<file path="config.mk">
export PLATFORM = sky130hd
export DESIGN_NAME = mem_fill_sched
export DESIGN_NICKNAME = d
export VERILOG_FILES = /design/src/rtl/mem_fill_sched.sv
export SDC_FILE = /design/constraint.sdc
export NUM_CORES = 1
export LEC_CHECK = 0
export CAP_MARGIN = 15
export CORE_UTILIZATION = 40
export CTS_BUF_LIST = sky130_fd_sc_hd__clkbuf_16
export DETAILED_ROUTE_END_ITERATION = 8
export GPL_ROUTABILITY_DRIVEN = 0
export GPL_TIMING_DRIVEN = 0
export PLACE_DENSITY_LB_ADDON = 0.08
export SLEW_MARGIN = 25
export SYNTH_ARGS = -nofsm -noshare
export SYNTH_HDL_FRONTEND = slang
export SYNTH_SLANG_ARGS = --single-unit
</file>
<file path="constraint.sdc">
create_clock -name i_clk -period 6.6 [get_ports i_clk]
set_clock_uncertainty 0.15 [all_clocks]
set_input_delay 1.32 -clock i_clk [delete_from_list [all_inputs] [get_ports i_clk]]
set_output_delay 1.32 -clock i_clk [all_outputs]
set_load 0.1 [all_outputs]
</file>
<file path="src/rtl/mem_fill_sched.sv">
// Memory scheduler for the I-cache and D-cache. It arbitrates their requests, streams
// block fills as back-to-back reads, and returns each word with its address.
module mem_fill_sched #(
    parameter int WORDS_PER_BLOCK = 8,
    parameter int MEM_LATENCY     = 4
) (
    input  logic        i_clk,
    input  logic        i_rst_n,
    input  logic        i_irequest,
    input  logic [15:0] i_iaddr,
    input  logic        i_drequest,
    input  logic [15:0] i_daddr,
    input  logic        i_dwrite,
    input  logic [15:0] i_dwdata,
    output logic        o_iservice,
    output logic        o_dservice,
    output logic        o_data_valid,
    output logic [15:0] o_data_out,
    output logic [15:0] o_fill_addr,
    output logic        o_mem_enable,
    output logic        o_mem_wr,
    output logic [15:0] o_mem_addr,
    output logic [15:0] o_mem_wdata,
    input  logic [15:0] i_mem_rdata
);

    localparam int CNT_W = $clog2(WORDS_PER_BLOCK) + 1;
    // The byte offset inside a block covers the word index plus the byte-in-word bit.
    localparam logic [15:0] BASE_MASK = ~16'((1 << ($clog2(WORDS_PER_BLOCK) + 1)) - 1);

    typedef enum logic [1:0] {S_IDLE, S_IFILL, S_DFILL, S_DWRITE} state_t;

    state_t                 r_state, w_next;
    logic [15:0]            r_base;
    logic [CNT_W-1:0]       r_issue_cnt;
    logic [CNT_W-1:0]       r_ret_cnt;
    logic [MEM_LATENCY-1:0] r_vld_pipe;

    logic        w_fill, w_issue, w_last, w_grant;
    logic [15:0] w_req_addr, w_iss_addr, w_ret_addr;

    assign w_fill     = (r_state == S_IFILL) || (r_state == S_DFILL);
    assign w_issue    = w_fill && (r_issue_cnt < CNT_W'(WORDS_PER_BLOCK));
    assign w_last     = r_vld_pipe[MEM_LATENCY-1] && (r_ret_cnt == CNT_W'(WORDS_PER_BLOCK - 1));
    assign w_grant    = i_drequest || i_irequest;
    assign w_req_addr = i_drequest ? i_daddr : i_iaddr;
    assign w_iss_addr = r_base + (16'(r_issue_cnt) << 1);
    assign w_ret_addr = r_base + (16'(r_ret_cnt) << 1);

    assign o_data_valid = r_vld_pipe[MEM_LATENCY-1];
    assign o_data_out   = i_mem_rdata;
    assign o_fill_addr  = o_data_valid ? w_ret_addr : 16'h0000;

    always_ff @(posedge i_clk or negedge i_rst_n) begin
        if (!i_rst_n) begin
            r_state     <= S_IDLE;
            r_base      <= '0;
            r_issue_cnt <= '0;
            r_ret_cnt   <= '0;
            r_vld_pipe  <= '0;
        end else begin
            r_state <= w_next;
            // Tracks outstanding reads; each slot is one cycle of memory latency.
            r_vld_pipe[0] <= w_issue;
            for (int k = 1; k < MEM_LATENCY; k++) begin
                r_vld_pipe[k] <= r_vld_pipe[k-1];
            end
            if (r_state == S_IDLE) begin
                r_issue_cnt <= '0;
                r_ret_cnt   <= '0;
                if (w_grant) begin
                    r_base <= w_req_addr & BASE_MASK;
                end
            end else begin
                if (w_issue) begin
                    r_issue_cnt <= r_issue_cnt + CNT_W'(1);
                end
                if (o_data_valid) begin
                    r_ret_cnt <= r_ret_cnt + CNT_W'(1);
                end
            end
        end
    end

    always_comb begin
        w_next       = r_state;
        o_iservice   = 1'b0;
        o_dservice   = 1'b0;
        o_mem_enable = 1'b0;
        o_mem_wr     = 1'b0;
        o_mem_addr   = 16'h0000;
        o_mem_wdata  = 16'h0000;
        case (r_state)
            S_IDLE: begin
                // The data side wins: a stalled load/store holds the whole pipeline.
                if (i_drequest) begin
                    w_next = i_dwrite ? S_DWRITE : S_DFILL;
                end else if (i_irequest) begin
                    w_next = S_IFILL;
                end
            end
            S_IFILL, S_DFILL: begin
                o_iservice   = (r_state == S_IFILL);
                o_dservice   = (r_state == S_DFILL);
                o_mem_enable = w_issue;
                o_mem_addr   = w_issue ? w_iss_addr : 16'h0000;
                if (w_last) begin
                    w_next = S_IDLE;
                end
            end
            S_DWRITE: begin
                o_dservice   = 1'b1;
                o_mem_enable = 1'b1;
                o_mem_wr     = 1'b1;
                o_mem_addr   = i_daddr;
                o_mem_wdata  = i_dwdata;
                w_next       = S_IDLE;
            end
            default: w_next = S_IDLE;
        endcase
    end

endmodule
</file>
==> impl_metrics.py <==
metrics = {
    "clock_network": {
        "post_cts_buffers": 0,
        "cts_tree": "yes",
        "cts.sinks": 26,
        "cts_buffers": 3,
        "postCtsHoldBufs": 0,
        "clockBufferDepth": 2,
        "clk_latency_ns": 0.26,
        "clkTransAtPathRegs_ns": 0.07,
        "cts_resized": 0,
        "htreeDepth": 1,
        "root_buffer": "clkbuf_16",
    },
    "drt": {
        "drt-vias-per-instance": 5.27,
        "final_antenna_net_count": 0,
        "drc": 0,
        "drt_iter0_drc": 149,
        "vias": 2396,
        "wl_per_cell_um": 14.4,
        "firstDrtPassIters": 5,
        "wl_um": 6560,
    },
    "critical_path": {
        "startpoint_type": "flip-flop",
        "cp.required_ns": 5.13,
        "cp_data_arrival_time_ns": 3.44,
        "cp_max_fo": 10,
        "worst-setup-path-type": "reg -> out",
        "endpoint_kind": "output port",
    },
    "die": {
        "io-pin-count": 138,
        "die_width_um": 75.9,
        "dieArea_mm2": 0.00577,
        "start_util": 0.423,
        "rows": 26,
        "core_area_mm2": 0.00517,
        "die_h_um": 75.9,
    },
    "global_routing": {
        "grt_pass1_wl_um": 11000,
        "grt_usage": 0.231,
        "grt_antenna_before_repair": 0,
        "grt-ovfl-total": 0,
        "grt_pass1_vias": 2397,
        "grt_start_max_net_pins": 27,
    },
    "timing": {
        "finalCritPeriodShare": 0.744,
        "period_needed_ns": 4.91,
        "whs_ns": 0.200,
        "clock.fmax_ghz": 0.204,
        "worst_pin_slew_ns": 0.985,
        "finalMaxSlewViolations": 0,
        "hold_violations": 0,
        "setup_viol": 0,
        "fin_setup_tns_ns": 0,
        "slew_headroom": 0.341,
        "rsz0062_at_grt": "false",
    },
    "final_layout": {
        "final_area_mm2": 0.00353,
        "area_delta_synth_final_pct": 61.2,
        "num_antenna_cells": 0,
        "fin_nets": 466,
        "post-route-util": 0.682,
        "drive_above_1_share": 0.0857,
        "fill_cells": 435,
    },
    "yosys": {
        "synthTopCellsByCount": "26 x dfrtp_1, 24 x nand2_1, 23 x o21ai_0, 22 x and2_1, 22 x nor2_1",
        "synth_top_area_frac": 0.297,
        "ys.flop_type": "dfrtp_1",
        "yosysMostFrequentCell": "dfrtp_1",
        "syn_nets": 346,
        "seq_area_frac_synth": 0.297,
        "synth_seq_cells": 26,
        "synthArstFlopShare": 1.00,
        "yosysWarnings": 0,
        "synth_top_area_cell": "dfrtp_1",
        "ys_top_cells_by_area": "dfrtp_1 30%, mux2i_1 6.9%, and2_1 6.3%",
        "synth_edf_count": 0,
        "avgSynthCellArea_um2": 8.22,
        "synthesis.area_mm2": 0.00219,
        "synthCells": 266,
        "yosysUniqueCellTypes": 37,
    },
    "placed_design": {
        "hpwl_um": 4870,
        "placed_cell_area_mm2": 0.00342,
        "port-buffer-count": 115,
    },
    "status": {
        "outcome": "finished clean",
    },
    "flow_run": {
        "cap_violations": 0,
    },
    "worst_hold_path": {
        "hold_class": "reg -> reg",
    },
}
flip-flops by register name, indices dropped and copies added, names as in the netlist:
register	count
r_state	2
r_issue_cnt	4
r_base	12
r_vld_pipe	4
r_ret_cnt	4
routing by layer:
| metal | GRT usage | routed length, um |
|---|---|---|
| met5 | 0 | 0 |
| met4 | 0.0731 | 79 |
| met3 | 0.0518 | 540 |
| met2 | 0.389 | 3170 |
| met1 | 0.294 | 2770 |
layout by cell type, fill, tap and decap left out, types with 3 or more instances in the layout:
cell / Yosys / final
buf_2: 5 / 6
ha_1: 11 / 11
mux2i_1: 15 / 15
clkbuf_1: 12 / 12
nor2_1: 22 / 22
xnor2_1: 3 / 3
xor2_1: 8 / 8
clkdlybuf4s50_1: 0 / 114
or3_1: 4 / 4
clkbuf_16: 0 / 3
o211ai_1: 5 / 5
nand3_1: 13 / 13
nand4_1: 5 / 5
a21oi_1: 5 / 5
dfrtp_1: 26 / 26
o21ai_0: 23 / 23
and2_1: 22 / 22
inv_1: 5 / 5
or4_1: 8 / 8
nand2_1: 24 / 24
a22oi_1: 9 / 9
buf_4: 18 / 18
worst max-delay path, cell delays in order, from the launching register on:
cell,delay (ns)
dfrtp_1,0.54
ha_1,0.34
ha_1,0.23
nand3_1,0.24
or4_1,0.57
nand3_1,0.12
clkdlybuf4s50_1,1.14
area by class of cell:
class,count,area (um2),area share
Multi-Input combinational cell,199,1310,0.371
Timing Repair Buffer,115,1150,0.325
Sequential cell,26,651,0.185
Buffer,36,210,0.0596
Tap cell,70,87.6,0.0248
Clock buffer,3,75.1,0.0213
Clock inverter,1,30.0,0.00852
Inverter,5,18.8,0.00532
per-stage QoR:
step	setup slack, ns	cells
after detailed placement	1.91	451
after global routing	1.59	455
after CTS	1.74	455
final	1.69	455
after global placement	1.92	451
after floorplan	0.970	266
cells by family after synthesis:
kind of cell | share of synthesized area
simple gates | 0.277
fa+ha+maj | 0.0629
compound gates | 0.143
buf+inv | 0.105
xor+xnor | 0.0441
other cells | 0.00171
flops | 0.297
mux | 0.0686
worst paths after layout:
check                               start        endpoint  slack (ns)  depth (start not counted)
min in group asynchronous         i_rst_n       r_base[9]        0.91                          1
setup reg to reg               r_state[1]      r_base[13]        4.27                          7
setup / recovery           r_issue_cnt[3]  o_mem_addr[14]        1.69                          6
max in group asynchronous         i_rst_n    r_ret_cnt[3]        5.01                          1
hold reg to reg             r_vld_pipe[2]   r_vld_pipe[3]        0.20                          0
hold / removal              r_vld_pipe[2]   r_vld_pipe[3]        0.20                          0
Power is left out: the tool's default activity adds up to more than one toggle a clock period on the data nets, which glitch-free logic cannot reach.
